==> config.mk <==
export PLATFORM = sky130hd
export DESIGN_NAME = function_scan_ctrl_flat
export DESIGN_NICKNAME = d
export VERILOG_FILES = /design/src/rtl/function_scan_ctrl_if.sv /design/src/rtl/function_scan_ctrl.sv /design/src/flat_wrapper.sv
export SDC_FILE = /design/constraint.sdc
export NUM_CORES = 1
export LEC_CHECK = 0
export BUFFER_PORTS_ARGS = -buffer_cell sky130_fd_sc_hd__buf_2
export CAP_MARGIN = 20
export CORE_ASPECT_RATIO = 1.25
export CORE_UTILIZATION = 40
export DETAILED_ROUTE_END_ITERATION = 8
export SETUP_SLACK_MARGIN = 0.3
export SYNTH_ARGS = -nofsm -noshare
export SYNTH_HDL_FRONTEND = slang
export SYNTH_SLANG_ARGS = --single-unit
==> constraint.sdc <==
create_clock -name clk -period 9.4 [get_ports clk]
set_clock_uncertainty 0.05 [all_clocks]
set_input_delay 0 -clock clk [delete_from_list [all_inputs] [get_ports clk]]
set_output_delay 0 -clock clk [all_outputs]
set_load 0.02 [all_outputs]
==> src/rtl/function_scan_ctrl_if.sv <==
// Host/datapath bundle for the truth-table scan controller.
// The master side is the host plus datapath; the controller is the slave.
interface function_scan_ctrl_if #(
    parameter int N_IN = 5
);
    localparam int TT_W = 2 ** N_IN;

    logic              start;
    logic              abort;
    logic [TT_W-1:0]   exp_tt;
    logic              y_in;
    logic [N_IN-1:0]   vec_out;
    logic              busy;
    logic              done;
    logic              aborted;
    logic [TT_W-1:0]   tt_out;
    logic [N_IN:0]     mismatch_cnt;
    logic [N_IN-1:0]   first_fail_idx;
    logic              first_fail_valid;
    logic              pass;

    modport master (
        output start, abort, exp_tt, y_in,
        input  vec_out, busy, done, aborted, tt_out, mismatch_cnt,
               first_fail_idx, first_fail_valid, pass
    );

    modport slave (
        input  start, abort, exp_tt, y_in,
        output vec_out, busy, done, aborted, tt_out, mismatch_cnt,
               first_fail_idx, first_fail_valid, pass
    );
endinterface

==> src/rtl/function_scan_ctrl.sv <==
// Exhaustive input sequencer for a combinational function block: walks all
// 2^N_IN vectors, captures Y per vector and grades it against an expected table.
module function_scan_ctrl #(
    parameter int N_IN   = 5,
    parameter int SETTLE = 1
) (
    input  logic                 clk,
    input  logic                 rst_n,
    function_scan_ctrl_if.slave  bus
);
    localparam int              TT_W      = 2 ** N_IN;
    localparam logic [3:0]      HOLD_INIT = 4'(SETTLE - 1);
    localparam logic [N_IN-1:0] LAST_VEC  = '1;

    typedef enum logic [1:0] {
        IDLE = 2'd0,
        SCAN = 2'd1,
        DONE = 2'd2
    } state_t;

    state_t            state_q;
    logic [N_IN-1:0]   vec_q;
    logic [3:0]        hold_q;
    logic              busy_q;
    logic              done_q;
    logic              aborted_q;
    logic [TT_W-1:0]   tt_q;
    logic [N_IN:0]     mcnt_q;
    logic [N_IN-1:0]   ffidx_q;
    logic              ffvalid_q;
    logic              pass_q;

    logic              mismatch_d;
    logic [N_IN:0]     mcnt_d;

    // Grade of the vector currently on the bus; only committed on a sample edge.
    assign mismatch_d = bus.y_in != bus.exp_tt[vec_q];
    assign mcnt_d     = mcnt_q + {{N_IN{1'b0}}, mismatch_d};

    always_ff @(posedge clk or negedge rst_n) begin
        if (!rst_n) begin
            state_q   <= IDLE;
            vec_q     <= '0;
            hold_q    <= '0;
            busy_q    <= 1'b0;
            done_q    <= 1'b0;
            aborted_q <= 1'b0;
            tt_q      <= '0;
            mcnt_q    <= '0;
            ffidx_q   <= '0;
            ffvalid_q <= 1'b0;
            pass_q    <= 1'b0;
        end else begin
            done_q    <= 1'b0;
            aborted_q <= 1'b0;
            case (state_q)
                IDLE: begin
                    if (!bus.abort && bus.start) begin
                        state_q   <= SCAN;
                        vec_q     <= '0;
                        hold_q    <= HOLD_INIT;
                        busy_q    <= 1'b1;
                        tt_q      <= '0;
                        mcnt_q    <= '0;
                        ffidx_q   <= '0;
                        ffvalid_q <= 1'b0;
                        pass_q    <= 1'b0;
                    end
                end
                SCAN: begin
                    if (bus.abort) begin
                        // Partial results are deliberately left visible.
                        state_q   <= IDLE;
                        busy_q    <= 1'b0;
                        aborted_q <= 1'b1;
                        vec_q     <= '0;
                        pass_q    <= 1'b0;
                    end else if (hold_q != 4'd0) begin
                        hold_q <= hold_q - 4'd1;
                    end else begin
                        tt_q[vec_q] <= bus.y_in;
                        mcnt_q      <= mcnt_d;
                        if (mismatch_d && !ffvalid_q) begin
                            ffidx_q   <= vec_q;
                            ffvalid_q <= 1'b1;
                        end
                        if (vec_q == LAST_VEC) begin
                            state_q <= DONE;
                            busy_q  <= 1'b0;
                            done_q  <= 1'b1;
                            vec_q   <= '0;
                            pass_q  <= (mcnt_d == '0);
                        end else begin
                            vec_q  <= vec_q + 1'b1;
                            hold_q <= HOLD_INIT;
                        end
                    end
                end
                DONE: begin
                    state_q <= IDLE;
                end
                default: begin
                    state_q <= IDLE;
                end
            endcase
        end
    end

    assign bus.vec_out          = vec_q;
    assign bus.busy             = busy_q;
    assign bus.done             = done_q;
    assign bus.aborted          = aborted_q;
    assign bus.tt_out           = tt_q;
    assign bus.mismatch_cnt     = mcnt_q;
    assign bus.first_fail_idx   = ffidx_q;
    assign bus.first_fail_valid = ffvalid_q;
    assign bus.pass             = pass_q;
endmodule

==> src/flat_wrapper.sv <==
// flat-port wrapper written by rule: the top's interface ports become plain ports
module function_scan_ctrl_flat 
#(
    parameter int N_IN   = 5,
    parameter int SETTLE = 1
)
  (clk, rst_n, bus_start, bus_abort, bus_exp_tt, bus_y_in, bus_vec_out, bus_busy, bus_done, bus_aborted, bus_tt_out, bus_mismatch_cnt, bus_first_fail_idx, bus_first_fail_valid, bus_pass);
  function_scan_ctrl_if #(.N_IN(N_IN)) bus_i ();
  input  logic clk;
  input  logic rst_n;
  input wire logic [$bits(bus_i.start)-1:0] bus_start;
  input wire logic [$bits(bus_i.abort)-1:0] bus_abort;
  input wire logic [$bits(bus_i.exp_tt)-1:0] bus_exp_tt;
  input wire logic [$bits(bus_i.y_in)-1:0] bus_y_in;
  output wire logic [$bits(bus_i.vec_out)-1:0] bus_vec_out;
  output wire logic [$bits(bus_i.busy)-1:0] bus_busy;
  output wire logic [$bits(bus_i.done)-1:0] bus_done;
  output wire logic [$bits(bus_i.aborted)-1:0] bus_aborted;
  output wire logic [$bits(bus_i.tt_out)-1:0] bus_tt_out;
  output wire logic [$bits(bus_i.mismatch_cnt)-1:0] bus_mismatch_cnt;
  output wire logic [$bits(bus_i.first_fail_idx)-1:0] bus_first_fail_idx;
  output wire logic [$bits(bus_i.first_fail_valid)-1:0] bus_first_fail_valid;
  output wire logic [$bits(bus_i.pass)-1:0] bus_pass;
  assign bus_i.start = bus_start;
  assign bus_i.abort = bus_abort;
  assign bus_i.exp_tt = bus_exp_tt;
  assign bus_i.y_in = bus_y_in;
  assign bus_vec_out = bus_i.vec_out;
  assign bus_busy = bus_i.busy;
  assign bus_done = bus_i.done;
  assign bus_aborted = bus_i.aborted;
  assign bus_tt_out = bus_i.tt_out;
  assign bus_mismatch_cnt = bus_i.mismatch_cnt;
  assign bus_first_fail_idx = bus_i.first_fail_idx;
  assign bus_first_fail_valid = bus_i.first_fail_valid;
  assign bus_pass = bus_i.pass;
  function_scan_ctrl #(.N_IN(N_IN), .SETTLE(SETTLE)) u_core (.clk(clk), .rst_n(rst_n), .bus(bus_i));
endmodule
* Word-level counts from Yosys, hierarchy flattened *
Cells that the tools add are included.

word-level totals
  flip-flop bits (word level) = 59
  bits of input ports = 37
  output and inout port bits = 53
  logic and storage cells = 93

cells by class
  add/subtract/negate cells = 3
  $lt $le $gt $ge = 2
  eq/ne operators = 10
  multiplexer cells = 52
  reductions and logical operators = 15

operators with widths
  operator                                                                 count
  32-bit 2-to-1 mux                                                        3
  32-bit one-hot mux with 2 select lines                                   1
  5-bit 2-to-1 mux                                                         7
  32-bit bitwise mux                                                       1
  5-bit one-hot mux with 2 select lines                                    2
  1-bit 2-to-1 mux                                                         19
  6-bit 2-to-1 mux                                                         3
  4-bit 2-to-1 mux                                                         4
  6-bit one-hot mux with 2 select lines                                    1
  4-bit AND reduction                                                      3
  2-bit 2-to-1 mux                                                         4
  4-bit one-hot mux with 2 select lines                                    1
  6-bit by 1-bit adder with 6-bit output                                   1
  6-bit logical NOT                                                        1
  5-bit by 6-bit < comparator with 1-bit output, second input constant     1
  3-bit by 2-bit inequality test with 1-bit output, second input constant  2
  1-bit one-hot mux with 2 select lines                                    3
  3-bit AND reduction                                                      2
  5-bit by 1-bit adder with 5-bit output, second input constant            1
  1-bit binary-select mux with 5-bit select                                1
  1-bit demux with 5-bit select                                            1
  5-bit == test, second input constant                                     1
  5-bit by 1-bit >= comparator with 1-bit output, second input constant    1
  5-bit AND reduction                                                      1
  12 further kinds                                                         17

* Depth between registers and ports, before layout *
Gate-level depths: netlist of the first run.

  depth after elaboration = 9
  depth in mapped cells = 14

* Worst setup path after synthesis of the first run *
OpenSTA, ideal clock, no wires.

  path kind = reg-to-reg
  start point = register u_core.vec_q[1] (netlist: u_core.bus.vec_out[1])
  end point = register u_core.pass_q (netlist: u_core.bus.pass)
  library setup time = 0.125 ns
  arrival time = 2.945 ns
  required time = 9.225 ns
  path slack = 6.281 ns
  stages on the path, launching flop included = 14
  cell sequence = dfrtp_1 buf_6 buf_12 mux2i_1 nor2_1 or4_1 a222oi_1 and2_2 ha_1 ha_1 a211o_1 a21oi_1 o2111ai_1 nand2_1

between the ends
  cells in the longest elaborated chain, start to end = 9

RTL lines
  element                                    line                      source
  start: declaration                         function_scan_ctrl.sv:22  logic [N_IN-1:0] vec_q;
  start signal: assignment                   function_scan_ctrl.sv:94  vec_q <= vec_q + 1'b1;
  1-bit binary-select mux with 5-bit select  function_scan_ctrl.sv:37  assign mismatch_d = bus.y_in != bus.exp_tt[vec_q];
  1-bit 2-to-1 mux (implied by the code)     function_scan_ctrl.sv:37
  1-bit inequality test                      function_scan_ctrl.sv:37
  6-bit by 1-bit adder with 6-bit output     function_scan_ctrl.sv:38  assign mcnt_d = mcnt_q + {{N_IN{1'b0}}, mismatch_d};
  6-bit logical NOT                          function_scan_ctrl.sv:92  pass_q <= (mcnt_d == '0);
  1-bit 2-to-1 mux                           function_scan_ctrl.sv:87  if (vec_q == LAST_VEC) begin
  1-bit 2-to-1 mux                           function_scan_ctrl.sv:78  end else if (hold_q != 4'd0) begin
  1-bit 2-to-1 mux                           function_scan_ctrl.sv:71  if (bus.abort) begin
  1-bit one-hot mux with 2 select lines      function_scan_ctrl.sv:56  case (state_q)
  end signal: assignment                     function_scan_ctrl.sv:92
  end: declaration                           function_scan_ctrl.sv:31  logic pass_q;

Parallel ways exist; a longest one is shown, timed or not. The select of a mux whose other input is x is not followed.
A chain may end at the register's enable or synchronous reset.

* Worst setup path in the final report of the first run *
  start point = register u_core.vec_q[4] (netlist: u_core.bus.vec_out[4])
  end point = register u_core.pass_q (netlist: u_core.bus.pass)

Same word-level chain as after synthesis.

==> results of run 1 <==
logic make-up after synthesis:
family                   synth area share
AND/OR/NAND/NOR                     0.156
flip-flops                          0.447
multiplexers                       0.0670
buffers and inverters              0.0564
AO/OA/AOI/OAI                       0.235
XOR/XNOR                          0.00530
adder cells (fa/ha/maj)            0.0341
final cells by class:
type	instances	area [µm²]	area share
repair buffers	95	505	0.126
well taps	95	119	0.0296
clock inverters	7	100	0.0249
flip-flops and latches	59	1480	0.367
clock buffers	9	124	0.0308
inverters	14	52.6	0.0131
multi-input cells	261	1640	0.408
how the worst max path moves through the flow:
stage / from / to / slack (ns) / depth (start not counted)
detailed placement: u_core.bus.vec_out[1]$_DFFE_PN0P_ / u_core.bus.pass$_DFFE_PN0P_ / 5.81 / 11
floorplan: u_core.bus.vec_out[1]$_DFFE_PN0P_ / u_core.bus.pass$_DFFE_PN0P_ / 6.28 / 13
global route: u_core.bus.vec_out[4]$_DFFE_PN0P_ / u_core.bus.pass$_DFFE_PN0P_ / 5.57 / 11
finish: u_core.bus.vec_out[4]$_DFFE_PN0P_ / u_core.bus.pass$_DFFE_PN0P_ / 5.80 / 11
CTS: u_core.bus.vec_out[1]$_DFFE_PN0P_ / u_core.bus.pass$_DFFE_PN0P_ / 5.81 / 11
global placement: u_core.bus.vec_out[1]$_DFFE_PN0P_ / u_core.bus.pass$_DFFE_PN0P_ / 5.88 / 11
routing by layer:
layer  wire, µm  global-route usage
met4        228              0.0764
met2       4640               0.386
met5          0                   0
met1       3810               0.261
met3        480              0.0542
flip-flops by register name, summed over array words and instances (netlist names):
name and count:
u_core.bus.busy 1, u_core.bus.first_fail_idx 5, u_core.bus.first_fail_valid 1, u_core.bus.pass 1, u_core.state_q 2, u_core.bus.aborted 1
u_core.bus.done 1, u_core.bus.mismatch_cnt 6, u_core.bus.vec_out 5, u_core.bus.tt_out 32, u_core.hold_q 4
worst max-delay path: stages (launching register included):
cell	delay, ns
sky130_fd_sc_hd__dfrtp_1	0.72
sky130_fd_sc_hd__nor3b_1	0.61
sky130_fd_sc_hd__nand2_1	0.14
sky130_fd_sc_hd__and4_1	0.25
sky130_fd_sc_hd__a222oi_1	0.56
sky130_fd_sc_hd__and2_2	0.26
sky130_fd_sc_hd__ha_1	0.16
sky130_fd_sc_hd__ha_1	0.28
sky130_fd_sc_hd__a211o_1	0.16
sky130_fd_sc_hd__a21oi_1	0.06
sky130_fd_sc_hd__o2111ai_1	0.18
sky130_fd_sc_hd__nand2_1	0.07
where the power goes:
group	internal, mW	total (mW)	switching, mW
combinational	0.0656	0.176	0.110
clock	0.151	0.260	0.110
sequential	0.272	0.293	0.0209
total	0.488	0.729	0.241
layout by cell type, fill, tap and decap left out, types with 2 or more instances in the layout:
cell	Yosys	final
sky130_fd_sc_hd__nand3_1	12	12
sky130_fd_sc_hd__nor3b_1	4	4
sky130_fd_sc_hd__and2_1	3	3
sky130_fd_sc_hd__nor3_1	8	8
sky130_fd_sc_hd__ha_1	9	9
sky130_fd_sc_hd__dfrtp_1	59	59
sky130_fd_sc_hd__inv_1	14	14
sky130_fd_sc_hd__a31oi_1	2	2
sky130_fd_sc_hd__nand4_1	4	4
sky130_fd_sc_hd__a22o_1	2	2
sky130_fd_sc_hd__or3_1	5	5
sky130_fd_sc_hd__mux4_1	2	2
sky130_fd_sc_hd__clkinv_4	0	3
sky130_fd_sc_hd__o22ai_1	4	4
sky130_fd_sc_hd__bufinv_16	0	2
sky130_fd_sc_hd__mux2_2	3	3
sky130_fd_sc_hd__and3_1	3	3
sky130_fd_sc_hd__a41oi_1	2	2
sky130_fd_sc_hd__clkbuf_8	0	9
sky130_fd_sc_hd__mux2i_1	9	9
sky130_fd_sc_hd__a21oi_1	36	36
sky130_fd_sc_hd__nand3b_1	2	2
sky130_fd_sc_hd__o21ai_0	84	84
sky130_fd_sc_hd__nand2_1	18	18
sky130_fd_sc_hd__nor4_1	4	4
sky130_fd_sc_hd__xor2_1	2	2
sky130_fd_sc_hd__dlygate4sd3_1	0	3
sky130_fd_sc_hd__nor2_1	16	16
sky130_fd_sc_hd__buf_4	0	2
sky130_fd_sc_hd__buf_2	4	89
sky130_fd_sc_hd__o32ai_1	5	5
==> parameters.txt, run 1 <==
Parameter                              Value

Run status
  Result of the run    completed

Clocking
  CTS root buffer    sky130_fd_sc_hd__clkbuf_8
  Post-CTS Repair Setup Buffers    0
  H-tree depth    3
  Clock network latency to the later pin of the worst-skew pair    0.35 ns
  Total of hold buffers inserted after clock tree synthesis    3
  TritonCTS clock tree    built
  Resized Gates After CTS    0
  Clock input transition at the sequential cells of the worst setup and hold paths    0.07 ns
  Max Buffers Root-to-Sink    2
  CTS Buf Count    9
  Num Clock Sinks    59

Pwr
  Pleak    1.96 nW
  Total power per unit cell area    181 nW/µm²
  VDD IR-drop max    0.000112 V
  Total Power Consumption    0.729 mW

Floorplan
  Core area    7880 µm²
  Number of core rows    36
  Effective utilization at floorplan    0.419
  Die boundary width    83.3 µm
  Overall die height    104 µm
  Ports    90
  Die area    8630 µm²

Global route
  Antenna violations before repair    0
  Global-route usage over all layers    0.220
  GR Overflow Total    0
  Maximum number of pins on one net before global-route repair    60
  Wire length of the first global-routing pass    14900 µm
  Vias in the first global route    2970

Cells and area
  Fillers    750
  Post-layout net count    486
  Core utilization of the finished layout    0.510
  Layout Cell Area excl Fill    4020 µm²
  Ratio of cells with drive above 1 in the final layout    0.267
  Number of diodes added for antenna fixing    0
  Layout area overhead    21.6%
  Non-filler instance count after layout    540

STA
  Final setup vio count    0
  Slew of the pin with the lowest slew margin    0.755 ns
  Post-layout min period    3.60 ns
  Hold slack final    0.0387 ns
  Setup repair after global routing missed its margin    false
  Max Fclk    278 MHz
  Final setup margin    5.80 ns
  Final Hold Vio Count    0
  Setup Total Neg Slack    0 ns
  Slew headroom    0.495
  Fraction of the cycle the final worst path needs    0.383
  Number of pins with negative max-slew slack in the final report    0

Synthesis
  Async set or reset register ratio after synthesis    1.00
  Dominant cell by count in the synthesized netlist    sky130_fd_sc_hd__o21ai_0
  Number of enable flip-flop cells after synthesis    0
  Yosys cell types    51
  Summed instance area of the synthesized netlist    3300 µm²
  Yosys top cell by area    sky130_fd_sc_hd__dfrtp_1
  Most frequent cells after synthesis    sky130_fd_sc_hd__o21ai_0 (84), sky130_fd_sc_hd__dfrtp_1 (59), sky130_fd_sc_hd__a21oi_1 (36)
  Post-synthesis average cell area    9.23 µm²
  Yosys warns    0
  Post-Synthesis Net Count    404
  Area contributors post-synth    sky130_fd_sc_hd__dfrtp_1 (45%), sky130_fd_sc_hd__o21ai_0 (13%), sky130_fd_sc_hd__a21oi_1 (5.5%)
  Ys flop type    sky130_fd_sc_hd__dfrtp_1
  Sequential area share after synthesis    0.447
  Top-area cell type share of the netlist area    0.447
  Synthesized instance count    358
  Flop and latch count out of synthesis    59

Setup path
  Required arrival time at the worst endpoint    9.59 ns
  Category of the worst setup path launch point    flip-flop
  Critical path start-end classification    flip-flop to flip-flop
  Reg-to-reg critical path endpoint    u_core.bus.pass$_DFFE_PN0P_
  CP Max Fanout    20
  Startpoint of the most critical register-to-register path    u_core.bus.vec_out[4]$_DFFE_PN0P_
  Crit end category    flip-flop
  FF-to-FF setup slack    5.80 ns
  Data arrival time of the critical path    3.79 ns
  Depth of the worst register-to-register path    11

Worst hold path
  Tightest Hold Check Type    primary input to flip-flop
  HP Start    bus_start
  Worst hold endpoint    u_core.state_q[0]$_DFFE_PN0P_
  Number of instances on the worst hold path    3

Placement
  Dpl hpwl    6510 µm
  Instance area at placement    3750 µm²
  Routability Congestion    0.829
  Quantity of I/O buffers inserted on ports    89
  DP Worst Slack    5.81 ns
  Dpl cells    520

Routing
  Iteration-0 DRC Markers    182
  Remaining antenna violation count    0
  Detailed Routing Iterations Pass 1    5
  Wire length per cell    17.0 µm
  Total wirelength of the detailed-routed design    9160 µm
  Total number of vias    3078
  Avg Vias per Cell    5.70
  DRC violations left    0

Run
  Maxcap violations    0
Note: power is estimated with default switching activity, not from simulation.
==> run 2: changes to the inputs <==
- PLACE_DENSITY: default -> 0.66
- clock period: 9.4 -> 2.9 ns (I/O delays scaled with it)
==> parameters.txt, run 2 (synthesized netlist as in run 1, its figures left out) <==
Parameter                              Value

Setup path
  Critical path start-end classification    flip-flop to flip-flop (unchanged)
  Highest cell delay on the worst timing path    0.53 ns (was 0.72 ns)
  Required arrival time at the worst endpoint    3.13 ns (was 9.59 ns)
  Crit path buf inv count    1 (was 0)
  Critical-path top delay cell    sky130_fd_sc_hd__or4_1 (was sky130_fd_sc_hd__dfrtp_1)
  Worst setup path startpoint    u_core.bus.vec_out[1]$_DFFE_PN0P_ (was u_core.bus.vec_out[4]$_DFFE_PN0P_)
  Category of the worst setup path launch point    flip-flop (unchanged)
  Data arrival time of the critical path    3.11 ns (was 3.79 ns)
  Ordered cell list for the critical path    mux2i_2 > nor2_1 > or4_1 > a222oi_1 > buf_4 > and2_4 > ha_4 > ha_4 > nor4_2 > o2111ai_1 > nand2_1 (was nor3b_1 > nand2_1 > and4_1 > a222oi_1 > and2_2 > ha_1 > ha_1 > a211o_1 > a21oi_1 > o2111ai_1 > nand2_1)
  Largest delay share family, worst path    simple AND/OR/NAND/NOR gates (unchanged)
  Cell repeated most along the worst path    sky130_fd_sc_hd__ha_4
  CP Max Fanout    6 (was 20)
  Crit end category    flip-flop (unchanged)
  Startpoint of the most critical register-to-register path    u_core.bus.vec_out[1]$_DFFE_PN0P_ (was u_core.bus.vec_out[4]$_DFFE_PN0P_)

Cells and area
  Layout Cell Area excl Fill    4320 µm² (was 4020 µm²)
  Number of diodes added for antenna fixing    0 (unchanged)
  Leading cell types in the layout, fill and taps excluded    sky130_fd_sc_hd__buf_2 (89), sky130_fd_sc_hd__o21ai_0 (77), sky130_fd_sc_hd__dfrtp_1 (54), sky130_fd_sc_hd__a21oi_1 (36), sky130_fd_sc_hd__buf_4 (36) (was sky130_fd_sc_hd__buf_2 (89), sky130_fd_sc_hd__o21ai_0 (84), sky130_fd_sc_hd__dfrtp_1 (59), sky130_fd_sc_hd__a21oi_1 (36), sky130_fd_sc_hd__nand2_1 (18))
  Fillers    727 (was 750)
  Layout area overhead    30.7% (was 21.6%)
  Leading cell type in the layout, fill and taps excluded    sky130_fd_sc_hd__buf_2 (unchanged)
  Max FFs per register    32 (unchanged)
  Ratio of cells with drive above 1 in the final layout    0.353 (was 0.267)
  Non-filler instance count after layout    576 (was 540)
  Post-layout net count    522 (was 486)

Routing
  Avg Vias per Cell    5.64 (was 5.70)
  DRC violations left    0 (unchanged)
  Remaining antenna violation count    0 (unchanged)
  Detailed Routing Iterations Pass 1    5 (unchanged)
  Iteration-0 DRC Markers    329 (was 182)
  Total wirelength of the detailed-routed design    9590 µm (was 9160 µm)
  Total number of vias    3247 (was 3078)
  Wire length per cell    16.6 µm (was 17.0 µm)

STA
  Final Hold Vio Count    0 (unchanged)
  Hold slack final    0.0420 ns (was 0.0387 ns)
  Fraction of the cycle the final worst path needs    0.991 (was 0.383)
  Slew of the pin with the lowest slew margin    0.517 ns (was 0.755 ns)
  Max Fclk    348 MHz (was 278 MHz)
  Slew headroom    0.652 (was 0.495)
  Post-layout min period    2.87 ns (was 3.60 ns)
  Number of pins with negative max-slew slack in the final report    0 (unchanged)
  Final setup margin    0.0259 ns (was 5.80 ns)
  Final setup vio count    0 (unchanged)
  Setup repair after global routing missed its margin    true (was false)

Placement
  Dpl hpwl    6850 µm (was 6510 µm)
  Instance area at placement    4000 µm² (was 3750 µm²)
  Dpl cells    550 (was 520)
  Routability Congestion    0.800 (was 0.829)
  DP Worst Slack    0.0469 ns (was 5.81 ns)
  Quantity of I/O buffers inserted on ports    89 (unchanged)

Floorplan
  Die boundary width    83.3 µm (unchanged)
  Ports    90 (unchanged)
  Overall die height    104 µm (unchanged)
  Effective utilization at floorplan    0.419 (unchanged)
  Number of core rows    36 (unchanged)
  Core area    7880 µm² (unchanged)
  Die area    8630 µm² (unchanged)

Global route
  Wire length of the first global-routing pass    15800 µm (was 14900 µm)
  Antenna violations before repair    0 (unchanged)
  GR Overflow Total    0 (unchanged)
  Global-route usage over all layers    0.231 (was 0.220)
  Vias in the first global route    3182 (was 2970)
  Maximum number of pins on one net before global-route repair    41 (was 60)

Pwr
  Pleak    2.11 nW (was 1.96 nW)
  Internal Power    1.53 mW (was 0.488 mW)
  Sw power    0.812 mW (was 0.241 mW)
  Share of total power consumed by net switching    0.347 (was 0.331)
  Portion of total power attributed to the clock network    0.304 (was 0.357)
  VDD IR-drop max    0.000401 V (was 0.000112 V)
  Comb power frac    0.291 (was 0.241)
  Sequential group share of total power    0.405 (was 0.401)
  Total power per unit cell area    541 nW/µm² (was 181 nW/µm²)

Clocking
  Max Buffers Root-to-Sink    2 (unchanged)
  CTS Buf Count    9 (unchanged)
  Clock input transition at the sequential cells of the worst setup and hold paths    0.07 ns (about the same)
  Clock network latency to the later pin of the worst-skew pair    0.35 ns (about the same)
  Num Clock Sinks    59 (unchanged)
  H-tree depth    3 (unchanged)
  TritonCTS clock tree    built (unchanged)
  CTS root buffer    sky130_fd_sc_hd__clkbuf_8 (unchanged)

Run status
  Result of the run    completed (unchanged)

Worst hold path
  HP Start    bus_start (unchanged)
  Tightest Hold Check Type    primary input to flip-flop (unchanged)

Run
  Maxcap violations    0 (unchanged)
-- run 2: cell types whose count changed in the layout (fill, tap and decap cells not counted), moves of 5 or more --
cell	previous run	this run
sky130_fd_sc_hd__buf_4	2	36
sky130_fd_sc_hd__dfrtp_1	59	54
sky130_fd_sc_hd__dfrtp_2	0	5
sky130_fd_sc_hd__o21ai_0	84	77
sky130_fd_sc_hd__o21ai_1	0	7
-- run 2: power groups by stage --
stage / clock [mW] / sequential, mW / combinational, mW
6_report: 0.711 / 0.946 / 0.681
5_1_grt: 0.773 / 0.955 / 0.759
4_1_cts: 0.733 / 0.945 / 0.677
3_5_place_dp: 0 / 0.959 / 0.657
3_3_place_gp: 0 / 0.955 / 0.648
2_1_floorplan: 0 / 0.988 / 0.384
-- run 2: worst min-delay path, delay by kind of cell --
family          cells  cell delay, ns
compound gates      1            0.18
buf+inv             2            0.21
-- run 2: repair_timing --
item	CTS	global route
setup buffers	5	2
hold endpoints to repair	39	0
pin swaps	4	6
gates resized for setup	9	11
setup endpoints to repair	6	7
hold buffers	3	0
gates cloned	0	0
-- run 2: layout make-up --
class                           count  area [µm²]  share of cell area
Sequential cell                    59        1480               0.343
Inverter                           14        52.6              0.0122
Tap cell                           95         119              0.0275
Clock inverter                      5        36.3             0.00840
Multi-Input combinational cell    261        1700               0.393
Clock buffer                       11         151              0.0350
Timing Repair Buffer              131         779               0.180
-- run 2: worst paths after layout --
path / slack (ns) / to / cells after the start
setup / recovery: 0.03 / u_core.bus.pass$_DFFE_PN0P_ / 11
hold / removal: 0.04 / u_core.state_q[0]$_DFFE_PN0P_ / 3
setup reg to reg: 0.03 / u_core.bus.pass$_DFFE_PN0P_ / 11
hold reg to reg: 0.44 / u_core.bus.pass$_DFFE_PN0P_ / 2
max in group asynchronous: 2.01 / u_core.bus.tt_out[30]$_DFFE_PN0P_ / 3
min in group asynchronous: 0.07 / u_core.bus.vec_out[4]$_DFFE_PN0P_ / 2
-- run 2: per-stage QoR --
step           total power, mW  setup TNS, ns   util
2_1_floorplan             1.37         -0.144      -
3_3_place_gp              1.60              0  0.508
3_5_place_dp              1.62              0  0.508
4_1_cts                   2.35              0  0.543
5_1_grt                   2.49         -0.226  0.548
6_report                  2.34              0  0.548
-- run 2: routing by layer --
| layer | part of all wire | GRT usage |
|---|---|---|
| met5 | 0 | 0 |
| met4 | 0.030 | 0.106 |
| met3 | 0.061 | 0.0566 |
| met2 | 0.49 | 0.372 |
| met1 | 0.42 | 0.291 |
==> run 3: changes to the inputs <==
- GPL_TIMING_DRIVEN: default -> 0
- MAX_ROUTING_LAYER: default -> met4
- clock period: 2.9 -> 2.3 ns (I/O delays scaled with it)
==> parameters.txt, run 3 (synthesized netlist as in run 1, its figures left out) <==
Parameter                              Value

Cells and area
  Ratio of cells with drive above 1 in the final layout    0.440 (was 0.353)
  Number of diodes added for antenna fixing    0 (unchanged)
  Core utilization of the finished layout    0.592 (was 0.548)
  Leading cell type in the layout, fill and taps excluded    sky130_fd_sc_hd__buf_2 (unchanged)
  Max FFs per register    32 (unchanged)
  Fillers    687 (was 727)
  Sequential cell area    1480 µm² (about the same)
  Post-layout net count    532 (was 522)
  Non-filler instance count after layout    586 (was 576)
  Layout Cell Area excl Fill    4670 µm² (was 4320 µm²)
  Layout area overhead    41.3% (was 30.7%)
  Leading cell types in the layout, fill and taps excluded    sky130_fd_sc_hd__buf_2 (92), sky130_fd_sc_hd__o21ai_0 (65), sky130_fd_sc_hd__dfrtp_1 (55), sky130_fd_sc_hd__a21oi_1 (35), sky130_fd_sc_hd__buf_4 (27) (was sky130_fd_sc_hd__buf_2 (89), sky130_fd_sc_hd__o21ai_0 (77), sky130_fd_sc_hd__dfrtp_1 (54), sky130_fd_sc_hd__a21oi_1 (36), sky130_fd_sc_hd__buf_4 (36))
  Area of the multi-input gates    1940 µm² (was 1700 µm²)

Clocking
  CTS Buf Count    9 (unchanged)
  TritonCTS clock tree    built (unchanged)
  Clock input transition at the sequential cells of the worst setup and hold paths    0.08 ns (was 0.07 ns)
  CTS root buffer    sky130_fd_sc_hd__clkbuf_8 (unchanged)
  Max Buffers Root-to-Sink    2 (unchanged)
  Clock network latency to the later pin of the worst-skew pair    0.35 ns (about the same)
  H-tree depth    3 (unchanged)
  Num Clock Sinks    59 (unchanged)

Global route
  GR Overflow Total    0 (unchanged)
  Vias in the first global route    3323 (was 3182)
  Maximum number of pins on one net before global-route repair    31 (was 41)
  Global-route usage over all layers    0.252 (was 0.231)
  Wire length of the first global-routing pass    16600 µm (was 15800 µm)
  Antenna violations before repair    0 (unchanged)

Routing
  Iteration-0 DRC Markers    184 (was 329)
  Wire length per cell    17.9 µm (was 16.6 µm)
  Avg Vias per Cell    5.76 (was 5.64)
  Remaining antenna violation count    0 (unchanged)
  Total number of vias    3378 (was 3247)
  Detailed Routing Iterations Pass 1    5 (unchanged)
  Total wirelength of the detailed-routed design    10500 µm (was 9590 µm)
  DRC violations left    0 (unchanged)

Worst hold path
  Tightest Hold Check Type    primary input to flip-flop (unchanged)
  HP Start    bus_start (unchanged)

Setup path
  CP Max Fanout    10 (was 6)
  Highest cell delay on the worst timing path    0.54 ns (was 0.53 ns)
  Critical path start-end classification    flip-flop to flip-flop (unchanged)
  Required arrival time at the worst endpoint    2.48 ns (was 3.13 ns)
  Crit end category    flip-flop (unchanged)
  Crit path buf inv count    4 (was 1)
  Category of the worst setup path launch point    flip-flop (unchanged)
  Largest delay share family, worst path    simple AND/OR/NAND/NOR gates (unchanged)
  Data arrival time of the critical path    3.24 ns (was 3.11 ns)
  Startpoint of the most critical register-to-register path    u_core.bus.vec_out[4]$_DFFE_PN0P_ (was u_core.bus.vec_out[1]$_DFFE_PN0P_)
  Worst setup path startpoint    u_core.bus.vec_out[4]$_DFFE_PN0P_ (was u_core.bus.vec_out[1]$_DFFE_PN0P_)
  Ordered cell list for the critical path    buf_2 > buf_6 > nand3b_4 > nor2_1 > or4_1 > a222oi_1 > buf_4 > and2_4 > ha_4 > and3_4 > buf_8 > nor4_2 > o2111ai_1 > nand2_1 (was mux2i_2 > nor2_1 > or4_1 > a222oi_1 > buf_4 > and2_4 > ha_4 > ha_4 > nor4_2 > o2111ai_1 > nand2_1)
  Critical-path top delay cell    sky130_fd_sc_hd__or4_1 (unchanged)

Pwr
  Portion of total power attributed to the clock network    0.300 (was 0.304)
  Total power per unit cell area    701 nW/µm² (was 541 nW/µm²)
  Share of total power consumed by net switching    0.355 (was 0.347)
  Internal Power    2.11 mW (was 1.53 mW)
  Pleak    2.20 nW (was 2.11 nW)
  VDD IR-drop max    0.000568 V (was 0.000401 V)
  Sw power    1.16 mW (was 0.812 mW)
  Total Power Consumption    3.27 mW (was 2.34 mW)
  Sequential group share of total power    0.365 (was 0.405)
  Comb power frac    0.335 (was 0.291)

Placement
  Quantity of I/O buffers inserted on ports    88 (was 89)
  Dpl cells    542 (was 550)
  Dpl hpwl    7060 µm (was 6850 µm)
  Routability Congestion    0.805 (was 0.800)
  Instance area at placement    3940 µm² (was 4000 µm²)

STA
  Setup Total Neg Slack    -5.05 ns (was 0 ns)
  Post-layout min period    3.05 ns (was 2.87 ns)
  Setup repair after global routing missed its margin    true (unchanged)
  Slew of the pin with the lowest slew margin    0.769 ns (was 0.517 ns)
  Final setup margin    -0.754 ns (was 0.0259 ns)
  Final setup vio count    13 (was 0)
  Max Fclk    327 MHz (was 348 MHz)
  Final Hold Vio Count    0 (unchanged)
  Fraction of the cycle the final worst path needs    1.33 (was 0.991)
  Number of pins with negative max-slew slack in the final report    0 (unchanged)
  Slew headroom    0.488 (was 0.652)

Floorplan
  Ports    90 (unchanged)
  Die area    8630 µm² (unchanged)
  Number of core rows    36 (unchanged)
  Effective utilization at floorplan    0.419 (unchanged)
  Die boundary width    83.3 µm (unchanged)
  Core area    7880 µm² (unchanged)
  Overall die height    104 µm (unchanged)

Run status
  Failing checks    negative setup slack
  Result of the run    finished with violations (was completed)

Run
  Maxcap violations    0 (unchanged)
## run 3: worst paths after layout
check                           slack [ns]  cells past startpoint                                      to
min in group asynchronous             0.21                      2        u_core.bus.tt_out[9]$_DFFE_PN0P_
worst max-delay path                 -0.75                     14             u_core.bus.pass$_DFFE_PN0P_
worst max register to register       -0.75                     14             u_core.bus.pass$_DFFE_PN0P_
worst min-delay path                  0.19                      4           u_core.state_q[0]$_DFFE_PN0P_
worst min register to register        0.43                      2             u_core.bus.pass$_DFFE_PN0P_
max in group asynchronous             1.37                      3  u_core.bus.mismatch_cnt[4]$_DFFE_PN0P_
## run 3: power groups by stage
stage	Sequential (mW)	Combinational (mW)	Clock, mW
final	1.19	1.10	0.982
after floorplan	1.25	0.484	0
after global routing	1.20	1.19	1.05
after detailed placement	1.20	0.791	0
after global placement	1.20	0.771	0
after CTS	1.19	0.928	0.997
## run 3: timing repair
item / 4_1_cts / 5_1_grt
hold endpoints to repair: 31 / 0
setup buffers: 17 / 9
hold buffers: 2 / 0
pin swaps: 11 / 7
resized for setup: 55 / 48
endpoints found under the setup margin: 55 / 54
## run 3: through the flow
step | worst slack (ns) | hold slack, ns
3_5_place_dp | -1.14 | 0.0662
4_1_cts | -0.697 | 0.110
2_1_floorplan | -0.669 | -0.346
5_1_grt | -0.853 | 0.237
6_report | -0.754 | 0.190
3_3_place_gp | -1.08 | 0.241
## run 3: worst min-delay path, cell delays in order
cell	delay (ns)
sky130_fd_sc_hd__buf_2	0.10
sky130_fd_sc_hd__o211ai_1	0.20
sky130_fd_sc_hd__buf_4	0.20
sky130_fd_sc_hd__inv_1	0.06
## run 3: metal layers
| layer | up-vias | global-route usage | wire (µm) | part of all wire |
|---|---|---|---|---|
| li1 | 1584 | - | - | - |
| met1 | 1631 | 0.299 | 4170 | 0.40 |
| met2 | 140 | 0.417 | 5350 | 0.51 |
| met3 | 23 | 0.0510 | 649 | 0.062 |
| met4 | 0 | 0.106 | 287 | 0.027 |
| met5 | - | - | 0 | 0 |
## run 3: area by class of cell
type / instances / area share
buffer: 24 / 0.0421
clock buffer: 9 / 0.0265
clock inverter: 7 / 0.0163
inverter: 14 / 0.0121
multi-input combinational: 261 / 0.415
sequential: 59 / 0.317
tap: 95 / 0.0255
timing repair buffer: 117 / 0.145
